<file path="config.mk">
export PLATFORM = sky130hd
export DESIGN_NAME = plush_sequencer_flat
export DESIGN_NICKNAME = d
export VERILOG_FILES = /design/src/rtl/plush_pkg.sv /design/src/rtl/plush_sequencer_if.sv /design/src/rtl/plush_decode.sv /design/src/rtl/plush_sequencer.sv /design/src/flat_wrapper.sv
export SDC_FILE = /design/constraint.sdc
export NUM_CORES = 1
export LEC_CHECK = 0
export CELL_PAD_IN_SITES_DETAIL_PLACEMENT = 1
export CELL_PAD_IN_SITES_GLOBAL_PLACEMENT = 2
export CORE_ASPECT_RATIO = 0.8
export CORE_MARGIN = 10
export CORE_UTILIZATION = 35
export DETAILED_ROUTE_END_ITERATION = 16
export DONT_BUFFER_PORTS = 1
export PLACE_DENSITY_LB_ADDON = 0.1
export SLEW_MARGIN = 20
export SYNTH_ARGS = -nofsm -noshare
export SYNTH_HDL_FRONTEND = slang
export SYNTH_SLANG_ARGS = --single-unit
</file>
<file path="constraint.sdc">
create_clock -name clk -period 4.1 [get_ports clk]
set_input_delay 0.41 -clock clk [delete_from_list [all_inputs] [get_ports clk]]
set_output_delay 0.41 -clock clk [all_outputs]
set_load 0.05 [all_outputs]
</file>
<file path="src/rtl/plush_pkg.sv">
// Shared constants, instruction field layout and state encoding for the PlushUnit sequencer.
package plush_pkg;

    localparam int unsigned OP_W    = 3;
    localparam int unsigned MODE_W  = 2;
    localparam int unsigned FIELD_W = 8;
    localparam int unsigned REG_AW  = 5;

    // Instruction field bit positions (LSB of each field)
    localparam int unsigned OP_LSB      = 0;
    localparam int unsigned A_MODE_LSB  = 3;
    localparam int unsigned A_FIELD_LSB = 5;
    localparam int unsigned B_MODE_LSB  = 13;
    localparam int unsigned B_FIELD_LSB = 15;
    localparam int unsigned INSTR_USED  = B_FIELD_LSB + FIELD_W;

    localparam logic [OP_W-1:0] OP_NOP = 3'b000;
    localparam logic [OP_W-1:0] OP_ADD = 3'b001;
    localparam logic [OP_W-1:0] OP_SUB = 3'b010;
    localparam logic [OP_W-1:0] OP_MOV = 3'b011;
    localparam logic [OP_W-1:0] OP_JMP = 3'b100;

    localparam logic [MODE_W-1:0] MODE_M   = 2'b00;
    localparam logic [MODE_W-1:0] MODE_BAD = 2'b01;
    localparam logic [MODE_W-1:0] MODE_N   = 2'b10;
    localparam logic [MODE_W-1:0] MODE_R   = 2'b11;

    typedef enum logic [3:0] {
        S_IDLE,
        S_F_REQ,
        S_F_CAP,
        S_DECODE,
        S_B_REQ,
        S_B_CAP,
        S_A_REQ,
        S_A_CAP,
        S_EXEC,
        S_WB,
        S_HALT
    } state_t;

endpackage

</file>
<file path="src/rtl/plush_sequencer_if.sv">
// Datapath bus between the sequencer (master) and the RAM, regfile and ALU (slave side).
interface plush_sequencer_if
    import plush_pkg::*;
#(
    parameter int unsigned DATA_W = 32,
    parameter int unsigned PC_W   = 8
);
    logic [PC_W-1:0]   ram_addr;
    logic              ram_write;
    logic [DATA_W-1:0] ram_out;
    logic [DATA_W-1:0] ram_in;
    logic [REG_AW-1:0] regf_addr;
    logic              regf_write;
    logic [DATA_W-1:0] regf_out;
    logic [DATA_W-1:0] regf_in;
    logic [DATA_W-1:0] alu_a;
    logic [DATA_W-1:0] alu_b;
    logic [OP_W-1:0]   alu_op;
    logic [DATA_W-1:0] alu_res;

    modport master (
        output ram_addr, ram_write, ram_out,
        output regf_addr, regf_write, regf_out,
        output alu_a, alu_b, alu_op,
        input  ram_in, regf_in, alu_res
    );

    modport slave (
        input  ram_addr, ram_write, ram_out,
        input  regf_addr, regf_write, regf_out,
        input  alu_a, alu_b, alu_op,
        output ram_in, regf_in, alu_res
    );
endinterface

</file>
<file path="src/rtl/plush_decode.sv">
// Combinational instruction decoder: splits fields and flags bad encodings.
module plush_decode
    import plush_pkg::*;
#(
    parameter int unsigned DATA_W = 32
) (
    input  logic [DATA_W-1:0]  instr,
    output logic [OP_W-1:0]    op,
    output logic [MODE_W-1:0]  a_mode,
    output logic [FIELD_W-1:0] a_field,
    output logic [MODE_W-1:0]  b_mode,
    output logic [FIELD_W-1:0] b_field,
    output logic               legal
);
    logic unused_hi;

    assign op        = instr[OP_LSB +: OP_W];
    assign a_mode    = instr[A_MODE_LSB +: MODE_W];
    assign a_field   = instr[A_FIELD_LSB +: FIELD_W];
    assign b_mode    = instr[B_MODE_LSB +: MODE_W];
    assign b_field   = instr[B_FIELD_LSB +: FIELD_W];
    assign unused_hi = ^instr[DATA_W-1:INSTR_USED];

    // Only operands the opcode actually uses are checked; A must be writable for ADD/SUB/MOV.
    always_comb begin
        legal = 1'b0;
        case (op)
            OP_NOP:                 legal = 1'b1;
            OP_ADD, OP_SUB, OP_MOV: legal = (a_mode == MODE_M || a_mode == MODE_R) &&
                                            (b_mode != MODE_BAD);
            OP_JMP:                 legal = (a_mode != MODE_BAD);
            default:                legal = 1'b0;
        endcase
    end
endmodule

</file>
<file path="src/rtl/plush_sequencer.sv">
// Multi-cycle fetch/decode/operand/execute/writeback controller for the PlushUnit core.
module plush_sequencer
    import plush_pkg::*;
#(
    parameter int unsigned    DATA_W   = 32,
    parameter int unsigned    PC_W     = 8,
    parameter logic [PC_W-1:0] RESET_PC = '0
) (
    input  logic             clk,
    input  logic             rst_n,
    input  logic             run,
    output logic             busy,
    output logic             halted,
    output logic             illegal,
    output logic [PC_W-1:0]  pc,
    plush_sequencer_if.master bus
);
    state_t state, next_state;

    logic [DATA_W-1:0]  instr, a_val, b_val;
    logic [OP_W-1:0]    op;
    logic [MODE_W-1:0]  a_mode, b_mode, cap_mode;
    logic [FIELD_W-1:0] a_field, b_field, cap_field;
    logic               legal;
    state_t             done_state_c;
    logic [DATA_W-1:0]  cap_val_c, result_c;

    logic              busy_d, halted_d, illegal_d;
    logic [PC_W-1:0]   pc_d, ram_addr_d;
    logic [DATA_W-1:0] instr_d, a_val_d, b_val_d, ram_out_d, regf_out_d, alu_a_d, alu_b_d;
    logic [REG_AW-1:0] regf_addr_d;
    logic              ram_write_d, regf_write_d;
    logic [OP_W-1:0]   alu_op_d;

    plush_decode #(.DATA_W(DATA_W)) u_decode (
        .instr   (instr),
        .op      (op),
        .a_mode  (a_mode),
        .a_field (a_field),
        .b_mode  (b_mode),
        .b_field (b_field),
        .legal   (legal)
    );

    // Operand being captured this cycle and the value that mode delivers.
    assign cap_mode     = (state == S_A_CAP) ? a_mode : b_mode;
    assign cap_field    = (state == S_A_CAP) ? a_field : b_field;
    assign done_state_c = run ? S_F_REQ : S_IDLE;
    assign result_c     = (op == OP_MOV) ? b_val : bus.alu_res;

    always_comb begin
        case (cap_mode)
            MODE_R:  cap_val_c = bus.regf_in;
            MODE_N:  cap_val_c = DATA_W'(cap_field);
            default: cap_val_c = bus.ram_in;
        endcase
    end

    // State and registered outputs.
    always_ff @(posedge clk or negedge rst_n) begin
        if (!rst_n) begin
            state          <= S_IDLE;
            pc             <= RESET_PC;
            busy           <= 1'b0;
            halted         <= 1'b0;
            illegal        <= 1'b0;
            instr          <= '0;
            a_val          <= '0;
            b_val          <= '0;
            bus.ram_addr   <= '0;
            bus.ram_write  <= 1'b0;
            bus.ram_out    <= '0;
            bus.regf_addr  <= '0;
            bus.regf_write <= 1'b0;
            bus.regf_out   <= '0;
            bus.alu_a      <= '0;
            bus.alu_b      <= '0;
            bus.alu_op     <= OP_NOP;
        end else begin
            state          <= next_state;
            pc             <= pc_d;
            busy           <= busy_d;
            halted         <= halted_d;
            illegal        <= illegal_d;
            instr          <= instr_d;
            a_val          <= a_val_d;
            b_val          <= b_val_d;
            bus.ram_addr   <= ram_addr_d;
            bus.ram_write  <= ram_write_d;
            bus.ram_out    <= ram_out_d;
            bus.regf_addr  <= regf_addr_d;
            bus.regf_write <= regf_write_d;
            bus.regf_out   <= regf_out_d;
            bus.alu_a      <= alu_a_d;
            bus.alu_b      <= alu_b_d;
            bus.alu_op     <= alu_op_d;
        end
    end

    // Next state, then the output values that the entered state must present.
    always_comb begin
        next_state   = state;
        pc_d         = pc;
        illegal_d    = illegal;
        instr_d      = instr;
        a_val_d      = a_val;
        b_val_d      = b_val;
        ram_addr_d   = bus.ram_addr;
        ram_out_d    = bus.ram_out;
        regf_addr_d  = bus.regf_addr;
        regf_out_d   = bus.regf_out;
        alu_a_d      = bus.alu_a;
        alu_b_d      = bus.alu_b;
        ram_write_d  = 1'b0;
        regf_write_d = 1'b0;
        alu_op_d     = OP_NOP;

        case (state)
            S_IDLE:   if (run) next_state = S_F_REQ;
            S_F_REQ:  next_state = S_F_CAP;
            S_F_CAP: begin
                instr_d    = bus.ram_in;
                next_state = S_DECODE;
            end
            S_DECODE: begin
                if (!legal) begin
                    illegal_d  = 1'b1;
                    next_state = S_HALT;
                end else if (op == OP_NOP) begin
                    pc_d       = pc + PC_W'(1);
                    next_state = done_state_c;
                end else if (op == OP_JMP) begin
                    next_state = S_A_REQ;
                end else begin
                    next_state = S_B_REQ;
                end
            end
            S_B_REQ:  next_state = S_B_CAP;
            S_B_CAP: begin
                b_val_d    = cap_val_c;
                next_state = (op == OP_MOV) ? S_EXEC : S_A_REQ;
            end
            S_A_REQ:  next_state = S_A_CAP;
            S_A_CAP: begin
                a_val_d    = cap_val_c;
                next_state = S_EXEC;
            end
            S_EXEC: begin
                if (op == OP_JMP) begin
                    pc_d       = a_val[PC_W-1:0];
                    next_state = done_state_c;
                end else begin
                    next_state = S_WB;
                end
            end
            S_WB: begin
                pc_d       = pc + PC_W'(1);
                next_state = done_state_c;
            end
            S_HALT:   next_state = S_HALT;
            default:  next_state = S_IDLE;
        endcase

        busy_d   = (next_state != S_IDLE) && (next_state != S_HALT);
        halted_d = (next_state == S_HALT);

        case (next_state)
            S_F_REQ: ram_addr_d = pc_d;
            S_B_REQ: begin
                if (b_mode == MODE_M)      ram_addr_d  = PC_W'(b_field);
                else if (b_mode == MODE_R) regf_addr_d = b_field[REG_AW-1:0];
            end
            S_A_REQ: begin
                if (a_mode == MODE_M)      ram_addr_d  = PC_W'(a_field);
                else if (a_mode == MODE_R) regf_addr_d = a_field[REG_AW-1:0];
            end
            S_EXEC: begin
                alu_a_d = a_val_d;
                alu_b_d = b_val_d;
                if (op == OP_ADD || op == OP_SUB) alu_op_d = op;
            end
            S_WB: begin
                if (a_mode == MODE_R) begin
                    regf_write_d = 1'b1;
                    regf_addr_d  = a_field[REG_AW-1:0];
                    regf_out_d   = result_c;
                end else begin
                    ram_write_d  = 1'b1;
                    ram_addr_d   = PC_W'(a_field);
                    ram_out_d    = result_c;
                end
            end
            default: ;
        endcase
    end
endmodule

</file>
<file path="src/flat_wrapper.sv">
// flat-port wrapper written by rule: the top's interface ports become plain ports
module plush_sequencer_flat import plush_pkg::*;
#(
    parameter int unsigned    DATA_W   = 32,
    parameter int unsigned    PC_W     = 8,
    parameter logic [PC_W-1:0] RESET_PC = '0
)
  (clk, rst_n, run, busy, halted, illegal, pc, bus_ram_addr, bus_ram_write, bus_ram_out, bus_regf_addr, bus_regf_write, bus_regf_out, bus_alu_a, bus_alu_b, bus_alu_op, bus_ram_in, bus_regf_in, bus_alu_res);
  plush_sequencer_if #(.DATA_W(DATA_W), .PC_W(PC_W)) bus_i ();
  input  logic clk;
  input  logic rst_n;
  input  logic run;
  output logic busy;
  output logic halted;
  output logic illegal;
  output logic [PC_W-1:0] pc;
  output wire logic [$bits(bus_i.ram_addr)-1:0] bus_ram_addr;
  output wire logic [$bits(bus_i.ram_write)-1:0] bus_ram_write;
  output wire logic [$bits(bus_i.ram_out)-1:0] bus_ram_out;
  output wire logic [$bits(bus_i.regf_addr)-1:0] bus_regf_addr;
  output wire logic [$bits(bus_i.regf_write)-1:0] bus_regf_write;
  output wire logic [$bits(bus_i.regf_out)-1:0] bus_regf_out;
  output wire logic [$bits(bus_i.alu_a)-1:0] bus_alu_a;
  output wire logic [$bits(bus_i.alu_b)-1:0] bus_alu_b;
  output wire logic [$bits(bus_i.alu_op)-1:0] bus_alu_op;
  input wire logic [$bits(bus_i.ram_in)-1:0] bus_ram_in;
  input wire logic [$bits(bus_i.regf_in)-1:0] bus_regf_in;
  input wire logic [$bits(bus_i.alu_res)-1:0] bus_alu_res;
  assign bus_ram_addr = bus_i.ram_addr;
  assign bus_ram_write = bus_i.ram_write;
  assign bus_ram_out = bus_i.ram_out;
  assign bus_regf_addr = bus_i.regf_addr;
  assign bus_regf_write = bus_i.regf_write;
  assign bus_regf_out = bus_i.regf_out;
  assign bus_alu_a = bus_i.alu_a;
  assign bus_alu_b = bus_i.alu_b;
  assign bus_alu_op = bus_i.alu_op;
  assign bus_i.ram_in = bus_ram_in;
  assign bus_i.regf_in = bus_regf_in;
  assign bus_i.alu_res = bus_alu_res;
  plush_sequencer #(.DATA_W(DATA_W), .PC_W(PC_W), .RESET_PC(RESET_PC)) u_core (.clk(clk), .rst_n(rst_n), .run(run), .busy(busy), .halted(halted), .illegal(illegal), .pc(pc), .bus(bus_i));
endmodule
</file>
Word-level counts from Yosys, hierarchy flattened:

Cells that the tools add are included.

* bits in registers: 248
* input bits: 99
* output and inout port bits: 157

* add/subtract/negate cells: 1
* equal/unequal tests: 33
* muxes and demuxes: 34
* bitwise gates (word level): 2
* reductions and logical operators: 17

Operators by type and width (count)
* $mux 32: 3
* $pmux 32 s2: 1
* $mux 8: 7
* $pmux 4 s11: 1
* $pmux 8 s4: 1
* $eq 4x3->1 const B: 6
* $eq 4x4->1 const B: 6
* $pmux 8 s3: 1
* $mux 4: 5
* $mux 5: 4
* $pmux 5 s3: 1
* $ne 2x1->1 const B: 5
* $add 8x1->8 const B: 1
* $eq 2x2->1 const B: 4
* $eq 4x1->1 const B: 2
* $eq 4x2->1 const B: 2
* $reduce_and 4->1: 2
* $reduce_bool 4->1: 2
* $eq 3x2->1 const B: 2
* $mux 3: 2
* $ne 2x2->1 const B: 3
* $reduce_and 2->1: 3
* $mux 1: 5
* $logic_not 2->1: 2
* other kinds (12): 16

Depth between registers and ports, before layout:

* word-level depth: 9
* mapped depth: 10
* mapped depth without buffers: 9

Modules after synthesis:

A second synthesis with hierarchy kept.

* cell total of the unflattened synthesis: 942
* area, all modules: 10879.2 um^2

By module, submodules not included
* plush_sequencer: times used 1, cells an instance 913, area each 10667.7 um^2
* plush_decode: times used 1, cells an instance 29, area each 211.5 um^2

Least setup slack after synthesis:

No wires, ideal clock.

* kind: reg2reg
* start: register u_core.instr[3]
* end: register u_core.bus.regf_addr[2]
* arrival: 2.618 ns
* path slack: 1.357 ns
* stages on the path, launching flop included: 11
* path buffers: 2
* clock period less this slack: 2.743 ns
* cell sequence: dfrtp_1 inv_1 ha_1 or2_1 o311a_1 or2_1 buf_6 a31oi_4 buf_6 mux2_4 mux2_4

* cells in the longest elaborated chain, start to end: 9
* elaborated cells on any way between the ends: 19

Ends and longest elaborated chain
* start, declared: RTL line plush_sequencer.sv:20 `logic [DATA_W-1:0] instr, a_val, b_val;`
* start signal, assigned: RTL line plush_sequencer.sv:85 `instr <= instr_d;`
* $eq 2x2->1 or $logic_not 2->1 (tied branches): RTL line plush_decode.sv:29 `OP_ADD, OP_SUB, OP_MOV: legal = (a_mode == MODE_M || a_mode == MODE_R) &&`
* $logic_or 1x1->1: RTL line plush_decode.sv:29
* $logic_and 1x1->1: RTL line plush_decode.sv:29
* $pmux 1 s3 *: RTL line plush_decode.sv:27 `case (op)`
* $mux 4 *: RTL line plush_sequencer.sv:126 `if (!legal) begin`
* $pmux 4 s11 *: RTL line plush_sequencer.sv:118 `case (state)`
* named net u_core.next_state[1]: RTL line plush_sequencer.sv:18 `state_t state, next_state;`
* $eq 4x3->1 or $eq 4x4->1 (tied branches): RTL line plush_sequencer.sv:167 `case (next_state)`
* $ne 2x2->1 (no source line) (tied with other cells)
* $reduce_and 4->1 (no source line)
* end signal, assigned: RTL line plush_sequencer.sv:91 `bus.regf_addr <= regf_addr_d;`
* end, declared: RTL line plush_sequencer_if.sv:23 `output regf_addr, regf_write, regf_out,`

Mark *: on every way through the listed nets, which the timed path passes. The rest lies on a longest branch. The select of a mux whose other input is x is not followed.
A chain may end at the register's enable or synchronous reset.

Worst setup path in the final report:

* start: register u_core.instr[3]
* end: register u_core.bus.regf_addr[0]

* cells in the longest elaborated chain, start to end: 9
* elaborated cells on any way between the ends: 19

Ends and longest elaborated chain (RTL line)
* $eq 2x2->1 or $logic_not 2->1 (tied branches)
* $logic_or 1x1->1: plush_decode.sv:29
* $logic_and 1x1->1: plush_decode.sv:29
* $pmux 1 s3: plush_decode.sv:27
* $mux 4: plush_sequencer.sv:126
* $pmux 4 s11: plush_sequencer.sv:118
* $eq 4x3->1 or $eq 4x4->1 (tied branches): plush_sequencer.sv:167
* $ne 2x2->1 (no source line) (tied with other cells)
* $reduce_and 4->1 (no source line)

Parallel ways exist; a longest one is shown, timed or not. The select of a mux whose other input is x is not followed.

==> results.md <==
- Status: finished with violations
- Failing checks: negative hold slack
- Synth top area share: 0.582
- Pwr dens: 1050 mW/mm2
- DIE AREA: 0.0379 mm2
- Type of the most critical hold path: input pin to asynchronous set/reset pin
- Number of synthesized register bits: 248
- Syn Area/Cell: 11.5 um2
- Vias: 7,231
- Largest net degree at the start of global routing: 249
- Nets@finish: about 1,000
- Busiest layer in global routing: met2
- Die Wd: 215 um
- Core Area: 0.0302 mm2
- Final ANT Viol Nets: 0
- RSZ-0062 raised after global routing: false
- Worst-margin pin slew: 0.820 ns
- Synth-to-Final Area Change: 14.5%
- Final Hold Fails: 248
- Met1 usage: 0.249
- Mapped Cells: about 900
- Most frequent cells in the layout: 248 x dfrtp_1, 96 x nand2_1, 85 x mux2_2
- CTS buffer count: 28
- Num Clock Sinks: between 200 and 250
- I/O Buffers: 0
- Grt met3 use: 0.0717
- # IOs: between 200 and 300
- Initial core utilization: 0.353
- Final GP Congestion: between 0.8 and 0.9
- Slew Limit Fails: 0
- Core Util, Final: 0.405
- Final TNS setup: 0 ns
- DR iter-0 viols: about 480
- Total power: approximately 13 mW
- CTS Buffer Depth: 3
- Initial DRT Pass Iterations: 5
- Max FO, Critical Path: 13
- Commonest non-fill, non-tap cell in the layout: dfrtp_1
- Clock root buffer: clkbuf_16
- Via density per instance: 5.30
- Layout cells sized above 1: 0.179
- Mapped Nets: 1,029
- Post-synthesis cell type count: 67
- Total wire length: 36.2 mm
- Clock skew: 0.0178 ns
- Rel. slew slack: 0.453
- Kind of start point of the critical path: flip-flop
- P_leak: 5.22 nW
- Finished Cell Area: ~0.012 mm2
- Sequential share of the synthesized area: 0.582
- Die height: 176 um
- CTS tree: built
- Post_cts resized: 0
- Number of remaining DRC errors: 0
- Layout Cells excl Fill: between 1,000 and 1,500
- Row count: 57
- First-pass GRT wire length: approximately 54 mm
- Vias in the first global route: 7,596
- Setup crit end kind: flip-flop
- CP Data Arrival Time: 3.59 ns
- Worst EP required: ~4.5 ns
- Gr usage total: 0.186
- Most area-hungry cell type in the Yosys netlist: dfrtp_1
- Dpl hpwl: 26.6 mm
- Number of setup violations in the final report: 0
- Max Cap Viol: 0
- Fmax: 0.317 GHz
- Synth area leaders: dfrtp_1 58%, mux2_2 9.0%, mux2i_1 3.8%
- Post-CTS Setup Inserts: 0
- # hold bufs at CTS: 22
- Final Hold Slack: -0.430 ns
- Post-synth top flop: dfrtp_1
- Clock latency on the worst-skew pair: 0.55 ns
- EDFF count, synth: 0
- Cell Area, Placed: about 0.011 mm2
- Average wire per standard cell: around 27 um
- H-tree levels: 1
- Clk pin slew, worst setup/hold paths: 0.06 ns
- Initial antenna violation count: 3
- Synth async-reset ratio: 1.00
- Peak supply drop: roughly 0.47 mV
- Synthesized area: about 0.011 mm2
- Met2 usage in global routing: 0.276
- Final-layout fill cell count: approximately 3,200
- FF/Latch Area: roughly 0.0062 mm2
- Final critical-path share of the clock period: 0.769
- Tmin final: roughly 3.2 ns
- Crit Path Class: flip-flop to flip-flop
- Cells after DPL: around 1,300
- YS warnings: 0
- Grt total ovfl: 0
- Multi-input logic area: 0.00414 mm2
[per-stage QoR]
step | setup WS (ns) | hold slack (ns)
5_1_grt | 0.802 | -0.467
2_1_floorplan | 1.36 | 0.114
3_3_place_gp | 1.06 | 0.124
3_5_place_dp | 0.970 | 0.124
4_1_cts | 0.950 | -0.457
6_report | 0.948 | -0.430
[flip-flops by register name (all words and copies together), names as in the netlist, 4 cells and up]
name / cells
u_core.bus.ram_addr: 8
u_core.bus.ram_out: 32
u_core.bus.alu_b: 32
u_core.a_val: 32
u_core.instr: 23
u_core.state: 4
u_core.bus.alu_a: 32
u_core.pc: 8
u_core.b_val: 32
u_core.bus.regf_out: 32
u_core.bus.regf_addr: 5
[Yosys cell counts, types with 3 or more instances]
master	n
a21oi_1	70
a22o_1	3
a22oi_1	25
and2_1	5
and3_1	3
buf_1	7
buf_2	13
buf_6	3
clkbuf_1	36
dfrtp_1	248
ha_1	4
inv_1	23
mux2_1	11
mux2_2	85
mux2_4	7
mux2i_1	41
nand2_1	97
nand2b_1	3
nand3_1	8
nand4_1	3
nor2_1	72
nor3_1	7
nor3b_1	3
o21a_1	8
o21ai_0	46
o21ai_1	32
o221ai_1	10
o22ai_1	3
or3_1	3
[path summary, 6_finish.rpt]
kind | start | endpoint | slack, ns | depth (start not counted)
setup / recovery | u_core.instr[3] | u_core.bus.regf_addr[0] | 0.95 | 8
hold / removal | rst_n | u_core.bus.regf_out[16] | -0.43 | 0
setup reg to reg | u_core.instr[3] | u_core.bus.regf_addr[0] | 0.95 | 8
hold reg to reg | u_core.a_val[17] | u_core.a_val[17] | 0.50 | 2
max in group asynchronous | rst_n | u_core.bus.alu_b[4] | 4.12 | 0
min in group clk | bus_ram_in[3] | u_core.instr[3] | 0.04 | 2
[cell families (layout without fill, tap and decap cells)]
| logic type | Yosys count | in the layout | share of synthesized area |
|---|---|---|---|
| multiplexers | 146 | 146 | 0.153 |
| XOR/XNOR | 1 | 1 | 0.000822 |
| flip-flops | 248 | 248 | 0.582 |
| buffers and inverters | 84 | 107 | 0.0332 |
| other | 1 | 3 | 0.000352 |
| AO/OA/AOI/OAI | 215 | 215 | 0.126 |
| AND/OR/NAND/NOR | 227 | 227 | 0.100 |
| adder cells (fa/ha/maj) | 4 | 4 | 0.00469 |
[routing by layer]
layer  part of all wire  vias up
li1                   -     3265
met1               0.45     3694
met2               0.43      217
met3              0.090       53
met4              0.026        2
met5            0.00036        -
[where the power goes]
part,internal (mW),switching [mW],total [mW]
Sequential,3.53,3.60,7.12
Clock,1.50,1.01,2.51
Combinational,1.33,1.82,3.15
Total,6.36,6.42,12.8
[critical path: stages, from the launching register on]
cell	delay [ns]
dfrtp_1	0.44
inv_1	0.10
ha_1	0.31
or2_1	0.28
o311a_1	0.37
or2_1	0.37
a31oi_4	0.51
mux2_1	0.39
mux2_4	0.26
[final cells by class]
type | instances | share of cell area
Sequential cell | 248 | 0.508
Multi-Input combinational cell | 594 | 0.339
Clock buffer | 40 | 0.0669
Tap cell | 413 | 0.0423
Timing Repair Buffer | 32 | 0.0262
Clock inverter | 10 | 0.00851
Inverter | 25 | 0.00769
Antenna cell | 2 | 0.000410
Power figures use the tool's default switching activity.
